**src/rtl/sobel_pkg.sv**
```systemverilog
// Shared types and defaults for the Sobel line-buffer controller.
// FSM encoding, pixel width and the counter-width helper live here.
package sobel_pkg;

  localparam int DATA_W        = 8;
  localparam int IMG_WIDTH_DEF = 640;

  typedef enum logic [2:0] {
    IDLE  = 3'd0,
    FILL0 = 3'd1,
    FILL1 = 3'd2,
    RUN   = 3'd3,
    DRAIN = 3'd4
  } state_t;

  function automatic int col_w(input int w);
    return (w > 1) ? $clog2(w) : 1;
  endfunction

endpackage

```
**src/rtl/sobel_line_ctrl.sv**
```systemverilog
// Line-buffer controller feeding a 3x3 Sobel window from two external FIFOs.
// FIFO0 holds line n-1, FIFO1 holds line n-2; rows leave column-aligned.
module sobel_line_ctrl #(
  parameter int IMG_WIDTH = sobel_pkg::IMG_WIDTH_DEF,
  parameter int DATA_W    = sobel_pkg::DATA_W
) (
  input  logic              clk,
  input  logic              rst_n,
  input  logic              vsync,
  input  logic              pix_valid,
  input  logic [DATA_W-1:0] pix_data,
  output logic              f0_wr_en,
  output logic              f0_rd_en,
  output logic [DATA_W-1:0] f0_wr_data,
  input  logic [DATA_W-1:0] f0_rd_data,
  input  logic              f0_rd_empty,
  input  logic              f0_wr_full,
  output logic              f1_wr_en,
  output logic              f1_rd_en,
  output logic [DATA_W-1:0] f1_wr_data,
  input  logic [DATA_W-1:0] f1_rd_data,
  input  logic              f1_rd_empty,
  input  logic              f1_wr_full,
  output logic [DATA_W-1:0] row0,
  output logic [DATA_W-1:0] row1,
  output logic [DATA_W-1:0] row2,
  output logic              win_valid,
  output logic              ovf_err,
  output logic              unf_err
);
  import sobel_pkg::*;

  localparam int CW = col_w(IMG_WIDTH);
  localparam logic [CW-1:0] COL_LAST = CW'(IMG_WIDTH - 1);

  state_t            state_q, state_d;
  logic [CW-1:0]     col_q, col_d;
  logic              f1_wr_en_q, f1_wr_en_d;
  logic [DATA_W-1:0] row2_q, row2_d;
  logic              win_q, win_d;
  logic              ovf_q, ovf_d;
  logic              unf_q, unf_d;

  always_ff @(posedge clk or negedge rst_n) begin
    if (!rst_n) begin
      state_q    <= IDLE;
      col_q      <= '0;
      f1_wr_en_q <= 1'b0;
      row2_q     <= '0;
      win_q      <= 1'b0;
      ovf_q      <= 1'b0;
      unf_q      <= 1'b0;
    end else begin
      state_q    <= state_d;
      col_q      <= col_d;
      f1_wr_en_q <= f1_wr_en_d;
      row2_q     <= row2_d;
      win_q      <= win_d;
      ovf_q      <= ovf_d;
      unf_q      <= unf_d;
    end
  end

  always_comb begin
    state_d    = state_q;
    col_d      = col_q;
    row2_d     = row2_q;
    win_d      = 1'b0;
    f1_wr_en_d = 1'b0;
    f0_wr_en   = 1'b0;
    f0_rd_en   = 1'b0;
    f1_rd_en   = 1'b0;
    f0_wr_data = '0;
    unique case (state_q)
      IDLE: begin
        if (vsync) begin
          state_d = FILL0;
          col_d   = '0;
        end
      end
      FILL0, FILL1, RUN: begin
        if (vsync) begin
          // New frame mid-stream: flush, the same-cycle pixel is lost.
          state_d = DRAIN;
          col_d   = '0;
        end else if (pix_valid) begin
          f0_wr_en   = 1'b1;
          f0_wr_data = pix_data;
          f0_rd_en   = (state_q != FILL0);
          f1_rd_en   = (state_q == RUN);
          f1_wr_en_d = f0_rd_en;
          row2_d     = pix_data;
          win_d      = (state_q == RUN);
          if (col_q == COL_LAST) begin
            col_d = '0;
            if (state_q == FILL0) state_d = FILL1;
            if (state_q == FILL1) state_d = RUN;
          end else begin
            col_d = col_q + 1'b1;
          end
        end
      end
      DRAIN: begin
        f0_rd_en = !f0_rd_empty;
        f1_rd_en = !f1_rd_empty;
        col_d    = '0;
        // Wait for a trailing FIFO1 write so nothing stale survives.
        if (f0_rd_empty && f1_rd_empty && !f1_wr_en_q) begin
          state_d = FILL0;
        end
      end
      default: state_d = IDLE;
    endcase

    f1_wr_en   = f1_wr_en_q;
    f1_wr_data = f1_wr_en_q ? f0_rd_data : '0;

    ovf_d = ovf_q
          | (f0_wr_en & f0_wr_full)
          | (f1_wr_en_q & f1_wr_full);
    unf_d = unf_q
          | ((state_q != DRAIN)
             & ((f0_rd_en & f0_rd_empty)
              | (f1_rd_en & f1_rd_empty)));
  end

  assign row2      = row2_q;
  assign row1      = win_q ? f0_rd_data : '0;
  assign row0      = win_q ? f1_rd_data : '0;
  assign win_valid = win_q;
  assign ovf_err   = ovf_q;
  assign unf_err   = unf_q;

endmodule
```
**config.mk**
```make
export PLATFORM = sky130hd
export DESIGN_NAME = sobel_line_ctrl
export DESIGN_NICKNAME = d
export VERILOG_FILES = /design/src/rtl/sobel_pkg.sv /design/src/rtl/sobel_line_ctrl.sv
export SDC_FILE = /design/constraint.sdc
export NUM_CORES = 1
export LEC_CHECK = 0
export BUFFER_PORTS_ARGS = -buffer_cell sky130_fd_sc_hd__buf_4
export CAP_MARGIN = 30
export CORE_UTILIZATION = 47
export CTS_CLUSTER_DIAMETER = 100
export DETAILED_ROUTE_END_ITERATION = 10
export MAX_ROUTING_LAYER = met4
export PLACE_DENSITY_LB_ADDON = 0.08
export REMOVE_ABC_BUFFERS = 1
export SKIP_LAST_GASP = 1
export SYNTH_ARGS = -nofsm -noshare
export SYNTH_HDL_FRONTEND = slang
export SYNTH_SLANG_ARGS = --single-unit
```
**constraint.sdc**
```tcl
create_clock -name clk -period 4.4 [get_ports clk]
set_clock_uncertainty 0.2 [all_clocks]
set_input_delay 0.66 -clock clk [delete_from_list [all_inputs] [get_ports clk]]
set_output_delay 0.66 -clock clk [all_outputs]
set_load 0.02 [all_outputs]
```
==> impl_metrics.ini, run 1 <==
[setup_path]
cp-end-kind = primary output
rrSetupSlack_ps = 2060
critPathLaunch = state_q[1]
timing.rr.start = col_q[0]
ff2ff_path_depth = 5
critical_path_depth = 5
setup.worst_path.start_class = flop
criticalPathCategory = flop to primary output
critPathArrivalTime_ps = 1770
timing.critical_path.required_ps = 3540
timing.critical_path.slowest_stage_cell = sky130_fd_sc_hd__dfrtp_1
timing.critical_path.cells = o21ai_0, nor3_2, buf_4, and2_1, buf_4
cp_slowest_stage_delay_ps = 470
r2r-end = col_q[2]
cp_common_cell = sky130_fd_sc_hd__buf_4
crit_end = f0_wr_data[1]
cp_num_buf_inv = 2
timing.critical_path.max_delay_family = flip-flops
critPathMaxFanout = 20

[synth]
yosys_register_bits = 25
synthDominantCellAreaShare = 0.453
syn_inst = 143
synth.avg_cell_area_um2 = 9.65
synthDominantAreaCellType = sky130_fd_sc_hd__dfrtp_1
post_synth_instance_area_mm2 = 0.00138
synth_sequential_area_ratio = 0.453
synth.most_common_cell = sky130_fd_sc_hd__and2_1
synth_top_cells_by_area = sky130_fd_sc_hd__dfrtp_1 (45%), sky130_fd_sc_hd__and2_1 (15%), sky130_fd_sc_hd__mux2_2 (6.5%)
postSynth.topFlopCell = sky130_fd_sc_hd__dfrtp_1
synth_enable_flop_cells = 0
synth.distinct_cells = 36
yosys_warnings = 0
synth_commonest_cells = sky130_fd_sc_hd__and2_1 (33), sky130_fd_sc_hd__dfrtp_1 (25), sky130_fd_sc_hd__nand2_1 (11)
synth-async-reset-ratio = 1.00

[run_status]
status = finished clean

[clocking]
clkSinkCount = 25
clock_tree.htree_level_count = 1
path_clk_slew_ps = 120
clock_tree_from_tritoncts = done
clk_path_buf_depth = 2
post_cts_hold_buffer_count = 0
cts_buffers = 3
post_cts.repair.setup_buffers = 0
cts_resized = 0
clock_latency_ps = 300
cts_root_buf = sky130_fd_sc_hd__clkbuf_4

[layout]
area_growth_syn_to_layout_pct = 46.9
drive_above_1_share = 0.437
antenna_cells = 0
final_util = 0.735
layout.nets = 256
layout.cells.non_filler = 253

[power_and_ir_drop]
total_power_density_per_cell_area_mw_per_mm2 = 362
power_switching_share = 0.366
p_switching_uw = 269
leakage_nw = 1.01
share_clk_of_total_power = 0.132
seqPwrFrac = 0.446
irDropWorstVdd_uv = 306
comb_power_share = 0.422
power.internal_uw = 465
overall_power_consumption_uw = 733

[global_routing]
grt_pass1_vias = 1307
grt.total_usage = 0.239
grt_first_pass_wirelength_mm = 5.78
grt_start_max_net_pins = 26
global_route.overflow_total = 0
antenna_found_initial = 0

[place]
portBuffers = 78
placement.setup.worst_slack_ps = 1890
gp_congestion = 0.868
place_hpwl_mm = 2.88
dpl.cell_count = 249

[detailed_routing]
met2_wirelength_mm = 1.92
drtAntennaViolNets = 0
post-route-drc-count = 0
totalWireLength_mm = 3.59
met3WireLength_um = 308
drt_pass1_iterations = 4
met1_length_mm = 1.30
vias = 1404
wl_per_cell_um = 14.2
1st_iter_drt_viols = 87
route.top_layer_used = met4
post_drt_via_cell_ratio = 5.55

[timing]
final_hold_viol_count = 0
timing.final.crit_period_ps = 2630
tightestPinTransition_ps = 1030
grt_setup_unrepaired = no
achievable-frequency_ghz = 0.380
slew_headroom = 0.307
final.period_utilization = 0.599
final.setup.tns_ps = 0
setup_viol = 0
drv_slew = 0
layout_setup_ws_ps = 1770

[floorplan]
initial_utilization = 0.500
cell_row_count = 19
die_height_um = 56.2
io_pins = 79
design.core.area_mm2 = 0.00276
die_w_um = 56.2
die_area_mm2 = 0.00316

[flow_run]
cap_violations = 0

[min_path]
timing.hold.worst.class = primary input to asynchronous set/reset pin
## how the worst min path moves through the flow
| stage | start | end | depth (start not counted) |
|---|---|---|---|
| after floorplan | rst_n | col_q[0] | 0 |
| after global placement | unf_err | unf_err | 1 |
| after detailed placement | unf_err | unf_err | 1 |
| after CTS | rst_n | row2[5] | 1 |
| after global routing | rst_n | row2[5] | 1 |
| final | rst_n | row2[5] | 1 |
## worst reg2reg max path: stages (launching register included)
cell	delay [ps]
sky130_fd_sc_hd__dfrtp_1	410
sky130_fd_sc_hd__ha_1	190
sky130_fd_sc_hd__and4bb_2	240
sky130_fd_sc_hd__nand4_1	170
sky130_fd_sc_hd__o31ai_1	870
sky130_fd_sc_hd__nor2_1	120
## per-stage QoR
| step | hold WS (ps) | instance area [um^2] |
|---|---|---|
| 6_report | 28.4 | 2030 |
| 5_1_grt | 40.0 | 2030 |
| 4_1_cts | 37.3 | 2030 |
| 3_5_place_dp | 272 | 2000 |
| 3_3_place_gp | 265 | 2000 |
| 2_1_floorplan | 164 | 1360 |
## final cells by class
type / instances / area (um^2)
well taps: 31 / 38.8
multi-input cells: 111 / 732
flip-flops and latches: 25 / 626
inverters: 3 / 11.3
repair buffers: 79 / 593
fillers: 196 / 731
clock buffers: 4 / 26.3
## metal layers
metal | track usage | vias up
met4 | 0.101 | 0
met5 | - | -
met1 | 0.260 | 664
li1 | - | 670
met3 | 0.0419 | 4
met2 | 0.429 | 66
## registers in the layout, summed over array words and instances, names as in the netlist
name / cells
f1_wr_en: 1
state_q: 3
col_q: 10
unf_err: 1
win_valid: 1
ovf_err: 1
row2: 8
## logic make-up (layout without fill, tap and decap cells)
group | Yosys count | after routing | synth area share
flip-flops | 25 | 25 | 0.453
AO/OA/AOI/OAI | 28 | 28 | 0.137
buffers and inverters | 7 | 86 | 0.0199
adder cells (fa/ha/maj) | 1 | 1 | 0.00906
multiplexers | 8 | 8 | 0.0653
XOR/XNOR | 2 | 2 | 0.0127
AND/OR/NAND/NOR | 72 | 72 | 0.303
## cells in the final DEF, fill, tap and decap left out, types with 2 or more instances in the layout
cell / instances
sky130_fd_sc_hd__dfrtp_1: 25
sky130_fd_sc_hd__or3_1: 2
sky130_fd_sc_hd__xor2_1: 2
sky130_fd_sc_hd__mux2_2: 8
sky130_fd_sc_hd__inv_1: 3
sky130_fd_sc_hd__a221o_1: 2
sky130_fd_sc_hd__or4_1: 2
sky130_fd_sc_hd__o31ai_1: 4
sky130_fd_sc_hd__a21oi_1: 6
sky130_fd_sc_hd__nor2b_1: 2
sky130_fd_sc_hd__buf_4: 79
sky130_fd_sc_hd__nand3_1: 6
sky130_fd_sc_hd__and2_1: 33
sky130_fd_sc_hd__nor2_1: 7
sky130_fd_sc_hd__o21ai_0: 7
sky130_fd_sc_hd__clkbuf_4: 3
sky130_fd_sc_hd__nand2_1: 11
## power by group through the flow
stage	clock, mW	sequential (mW)	combinational [mW]
2_1_floorplan	0	0.376	0.122
3_3_place_gp	0	0.329	0.305
3_5_place_dp	0	0.332	0.312
4_1_cts	0.100	0.327	0.311
5_1_grt	0.109	0.335	0.334
6_report	0.0971	0.327	0.309
No activity file was read; power rests on OpenSTA's default activity.
==> run 2, diff against run 1 <==
- ABC_AREA: unset -> 1
- CORE_UTILIZATION: 47 -> 41
- clock period: 4.4 -> 2.2 ns (I/O delays scaled with it)
==> impl_metrics.ini, run 2 <==
[run_status]
status = finished clean

[setup_path]
critPathArrivalTime_ps = 1510
timing.critical_path.slowest_stage_cell = sky130_fd_sc_hd__dfrtp_1
cp_common_cell = sky130_fd_sc_hd__nor2_2
cp_slowest_stage_delay_ps = 450
cp-end-kind = primary output
ff2ff_path_depth = 6
r2r-end = col_q[9]
setup.worst_path.start_class = flop
criticalPathCategory = flop to primary output
timing.critical_path.cells = nor2_2, nor2_2, nand2_1, buf_6, inv_1, buf_4
timing.critical_path.required_ps = 1670
critPathMaxFanout = 25
rrSetupSlack_ps = 500
timing.rr.start = state_q[1]

[flow_run]
cap_violations = 0

[power_and_ir_drop]
total_power_density_per_cell_area_mw_per_mm2 = 864
leakage_nw = 1.39
overall_power_consumption_mw = 1.90
irDropWorstVdd_uv = 635

[synth]
synthDominantCellAreaShare = 0.410
synth_commonest_cells = sky130_fd_sc_hd__nand2_1 (84), sky130_fd_sc_hd__inv_1 (51), sky130_fd_sc_hd__nor2_1 (27)
synth_enable_flop_cells = 0
synth.distinct_cells = 21
synth_top_cells_by_area = sky130_fd_sc_hd__dfrtp_1 (41%), sky130_fd_sc_hd__nand2_1 (21%), sky130_fd_sc_hd__inv_1 (13%)
postSynth.topFlopCell = sky130_fd_sc_hd__dfrtp_1
post_synth_instance_area_mm2 = 0.00153
synthDominantAreaCellType = sky130_fd_sc_hd__dfrtp_1
yosys_warnings = 0
synth.most_common_cell = sky130_fd_sc_hd__nand2_1
syn_inst = 238
synth.avg_cell_area_um2 = 6.41
synth_sequential_area_ratio = 0.410
synth-async-reset-ratio = 1.00
yosys_register_bits = 25

[layout]
layout.cells.non_filler = 362
area_growth_syn_to_layout_pct = 44.3
largest_register = col_q
largest_reg_flops = 10
antenna_cells = 0
drive_above_1_share = 0.275
mostFrequentLayoutCell = sky130_fd_sc_hd__nand2_1
n_fill_cell = 322
layout.nets = 350
final_cell_mix = sky130_fd_sc_hd__nand2_1 (84), sky130_fd_sc_hd__buf_4 (78), sky130_fd_sc_hd__inv_1 (51), sky130_fd_sc_hd__nor2_1 (27), sky130_fd_sc_hd__dfrtp_1 (25)

[min_path]
timing.hold.worst.class = primary input to flop
min-delay-start = f0_wr_full
worstHoldPathCells = 3
hold_end = ovf_err

[place]
gp_congestion = 0.847
dpl.cell_count = 357
portBuffers = 78
place_hpwl_mm = 2.63

[detailed_routing]
route.top_layer_used = met4
met1_length_mm = 1.52
post-route-drc-count = 0
wl_per_cell_um = 9.22
1st_iter_drt_viols = 78
totalWireLength_mm = 3.34
drtAntennaViolNets = 0
vias = 1624
post_drt_via_cell_ratio = 4.49
drt_pass1_iterations = 4
met2_wirelength_mm = 1.50
met3WireLength_um = 289

[clocking]
clk_path_buf_depth = 2
clock_tree_from_tritoncts = done
cts_buffers = 3
clock_tree.htree_level_count = 1
clock_latency_ps = 260
path_clk_slew_ps = 80
cts_root_buf = sky130_fd_sc_hd__clkbuf_8
clkSinkCount = 25

[floorplan]
die_area_mm2 = 0.00397
io_pins = 79
die_w_um = 63.0
cell_row_count = 21
initial_utilization = 0.443
die_height_um = 63.0
design.core.area_mm2 = 0.00344

[timing]
final.hold.worst_slack_ps = 51.2
grt_setup_unrepaired = no
achievable-frequency_ghz = 0.491
drv_slew = 0
final_hold_viol_count = 0
slew_headroom = 0.668
final.period_utilization = 0.926
timing.final.crit_period_ps = 2040
setup_viol = 0
final.setup.tns_ps = 0
tightestPinTransition_ps = 497

[global_routing]
grt_start_max_net_pins = 26
global_route.overflow_total = 0
grt_first_pass_wirelength_mm = 6.18
antenna_found_initial = 0
grt.total_usage = 0.195
grt_pass1_vias = 1485
==> run 2: worst max-delay path: cells and delay by family (launching register included) <==
| kind | cells | cell delay, ps |
|---|---|---|
| buf+inv | 3 | 430 |
| flops | 1 | 450 |
| simple gates | 3 | 350 |
==> run 2: where the power goes <==
| group | internal [mW] | switching, mW |
|---|---|---|
| Sequential | 0.587 | 0.104 |
| Clock | 0.129 | 0.137 |
| Combinational | 0.368 | 0.578 |
==> run 2: layer usage <==
metal,track usage,vias up
met3,0.0383,4
met1,0.235,693
met2,0.329,64
met5,-,-
li1,-,863
met4,0.0523,0
==> run 2: stage by stage <==
step,utilization,setup WS [ps],instance area [um^2]
after floorplan,-,266,1490
after global placement,0.623,345,2140
after detailed placement,0.623,333,2140
after CTS,0.639,110,2200
after global routing,0.640,21.5,2200
final,0.640,162,2200
==> run 2: area by class of cell <==
cell class / instances / area [um^2] / area share
flip-flops and latches: 25 / 626 / 0.284
well taps: 46 / 57.6 / 0.0261
multi-input cells: 156 / 677 / 0.307
inverters: 51 / 191 / 0.0869
clock buffers: 4 / 45.0 / 0.0204
repair buffers: 80 / 607 / 0.275
==> run 2: cell families after synthesis <==
kind of cell             Yosys count  share of synthesized area
adder cells (fa/ha/maj)            1                    0.00820
AND/OR/NAND/NOR                  134                      0.361
buffers and inverters             57                      0.147
XOR/XNOR                           1                    0.00574
AO/OA/AOI/OAI                     20                     0.0689
flip-flops                        25                      0.410
==> run 2: what timing repair did <==
item,in CTS,in global routing
endpoints found under the setup margin,0,5
endpoints found under the hold margin,25,0
resized for setup,0,1
setup buffers,0,0
hold buffers,1,0
==> run 2: worst max path at each step <==
stage / slack (ps) / cells after the start / startpoint / endpoint
2_1_floorplan: 270 / 4 / state_q[1] / f0_wr_data[0]
3_3_place_gp: 340 / 8 / vsync / f0_wr_data[6]
3_5_place_dp: 330 / 8 / vsync / f0_wr_data[3]
4_1_cts: 110 / 6 / state_q[1] / f0_wr_en
5_1_grt: 20 / 6 / state_q[1] / f0_wr_en
6_report: 160 / 6 / state_q[1] / f0_wr_en
==> run 3, diff against run 2 <==
- CORE_UTILIZATION: 41 -> 42
- CTS_BUF_LIST: unset -> sky130_fd_sc_hd__clkbuf_8
- CTS_CLUSTER_SIZE: unset -> 10
==> impl_metrics.ini, run 3 (synthesized netlist as in run 2, its figures left out) <==
[setup_path]
setup.worst_path.start_class = flop
critPathArrivalTime_ps = 1530
cp-end-kind = primary output
timing.critical_path.required_ps = 1670
criticalPathCategory = flop to primary output
critPathMaxFanout = 25

[layout]
layout.nets = 350
drive_above_1_share = 0.275
final_util = 0.645
final_cell_mix = sky130_fd_sc_hd__nand2_1 (84), sky130_fd_sc_hd__buf_4 (78), sky130_fd_sc_hd__inv_1 (52), sky130_fd_sc_hd__nor2_1 (27), sky130_fd_sc_hd__dfrtp_1 (25)
layout.cells.non_filler = 362
largest_reg_flops = 10
largest_register = col_q
antenna_cells = 0
mostFrequentLayoutCell = sky130_fd_sc_hd__nand2_1
area_growth_syn_to_layout_pct = 44.3
post-route-cell-area_mm2 = 0.00220

[place]
dpl-instance-area_mm2 = 0.00214
gp_congestion = 0.856
portBuffers = 78
placement.setup.worst_slack_ps = 302
place_hpwl_mm = 2.96
dpl.cell_count = 357

[clocking]
clkSinkCount = 25
cts_root_buf = sky130_fd_sc_hd__clkbuf_8
clock_latency_ps = 270
clk_path_buf_depth = 2
clock_tree_from_tritoncts = done
clock_tree.htree_level_count = 1
cts_buffers = 3
path_clk_slew_ps = 90

[detailed_routing]
drtAntennaViolNets = 0
drt_pass1_iterations = 4
post-route-drc-count = 0
wl_per_cell_um = 10.4
post_drt_via_cell_ratio = 4.43
vias = 1605
1st_iter_drt_viols = 101
totalWireLength_mm = 3.78

[timing]
setup_viol = 0
timing.final.crit_period_ps = 2060
tightestPinTransition_ps = 545
final.period_utilization = 0.935
slew_headroom = 0.637
final.hold.worst_slack_ps = 61.8
layout_setup_ws_ps = 142
final_hold_viol_count = 0
drv_slew = 0
final.setup.tns_ps = 0
achievable-frequency_ghz = 0.486
grt_setup_unrepaired = no

[run_status]
status = finished clean

[floorplan]
design.core.area_mm2 = 0.00342
initial_utilization = 0.447
cell_row_count = 21
io_pins = 79
die_height_um = 62.3
die_w_um = 62.3
die_area_mm2 = 0.00388

[global_routing]
grt_first_pass_wirelength_mm = 6.64
grt.total_usage = 0.217
grt_start_max_net_pins = 26
antenna_found_initial = 0
grt_pass1_vias = 1491
global_route.overflow_total = 0

[min_path]
timing.hold.worst.class = primary input to flop

[power_and_ir_drop]
overall_power_consumption_mw = 1.92
total_power_density_per_cell_area_mw_per_mm2 = 871
leakage_nw = 1.39
irDropWorstVdd_uv = 523

[flow_run]
cap_violations = 0
## run 3: final cells by class
| class | count | area, um^2 |
|---|---|---|
| clock buffer | 3 | 41.3 |
| clock inverter | 1 | 3.75 |
| fill | 323 | 1210 |
| inverter | 51 | 191 |
| multi-input combinational | 156 | 677 |
| sequential | 25 | 626 |
| tap | 46 | 57.6 |
| timing repair buffer | 80 | 607 |
## run 3: path summary, 6_finish.rpt
path / start / slack [ps] / cells past startpoint / end
hold / removal: f0_wr_full / 60 / 3 / ovf_err
setup reg to reg: state_q[1] / 520 / 6 / col_q[9]
setup / recovery: state_q[1] / 140 / 6 / f0_wr_data[5]
hold reg to reg: ovf_err / 270 / 2 / ovf_err
max in group asynchronous: rst_n / 1260 / 2 / ovf_err
min in group asynchronous: rst_n / 300 / 2 / state_q[2]
## run 3: worst max-delay path, stage by stage, from the launching register on
cell                      delay (ps)
sky130_fd_sc_hd__dfrtp_1         460
sky130_fd_sc_hd__nor2_2          100
sky130_fd_sc_hd__nor2_2          170
sky130_fd_sc_hd__nand2_1          90
sky130_fd_sc_hd__buf_6           170
sky130_fd_sc_hd__nor2_1          110
sky130_fd_sc_hd__buf_4           150
## run 3: power by group
part | switching [mW] | internal (mW) | leakage, nW | total, mW
Sequential | 0.104 | 0.586 | 0.327 | 0.691
Clock | 0.144 | 0.125 | 0.0269 | 0.269
Combinational | 0.590 | 0.369 | 1.04 | 0.959
Total | 0.838 | 1.08 | 1.39 | 1.92
## run 3: timing repair
action / in CTS / in global routing
resized for setup: 0 / 1
endpoints found under the hold margin: 25 / 0
buffers inserted: 0 / 0
endpoints found under the setup margin: 0 / 2
hold buffers: 1 / 0
## run 3: routing by layer
metal  global-route usage  part of all wire
met5                    -                 0
met4               0.0698             0.014
met3               0.0313             0.048
met2                0.368              0.48
met1                0.267              0.46
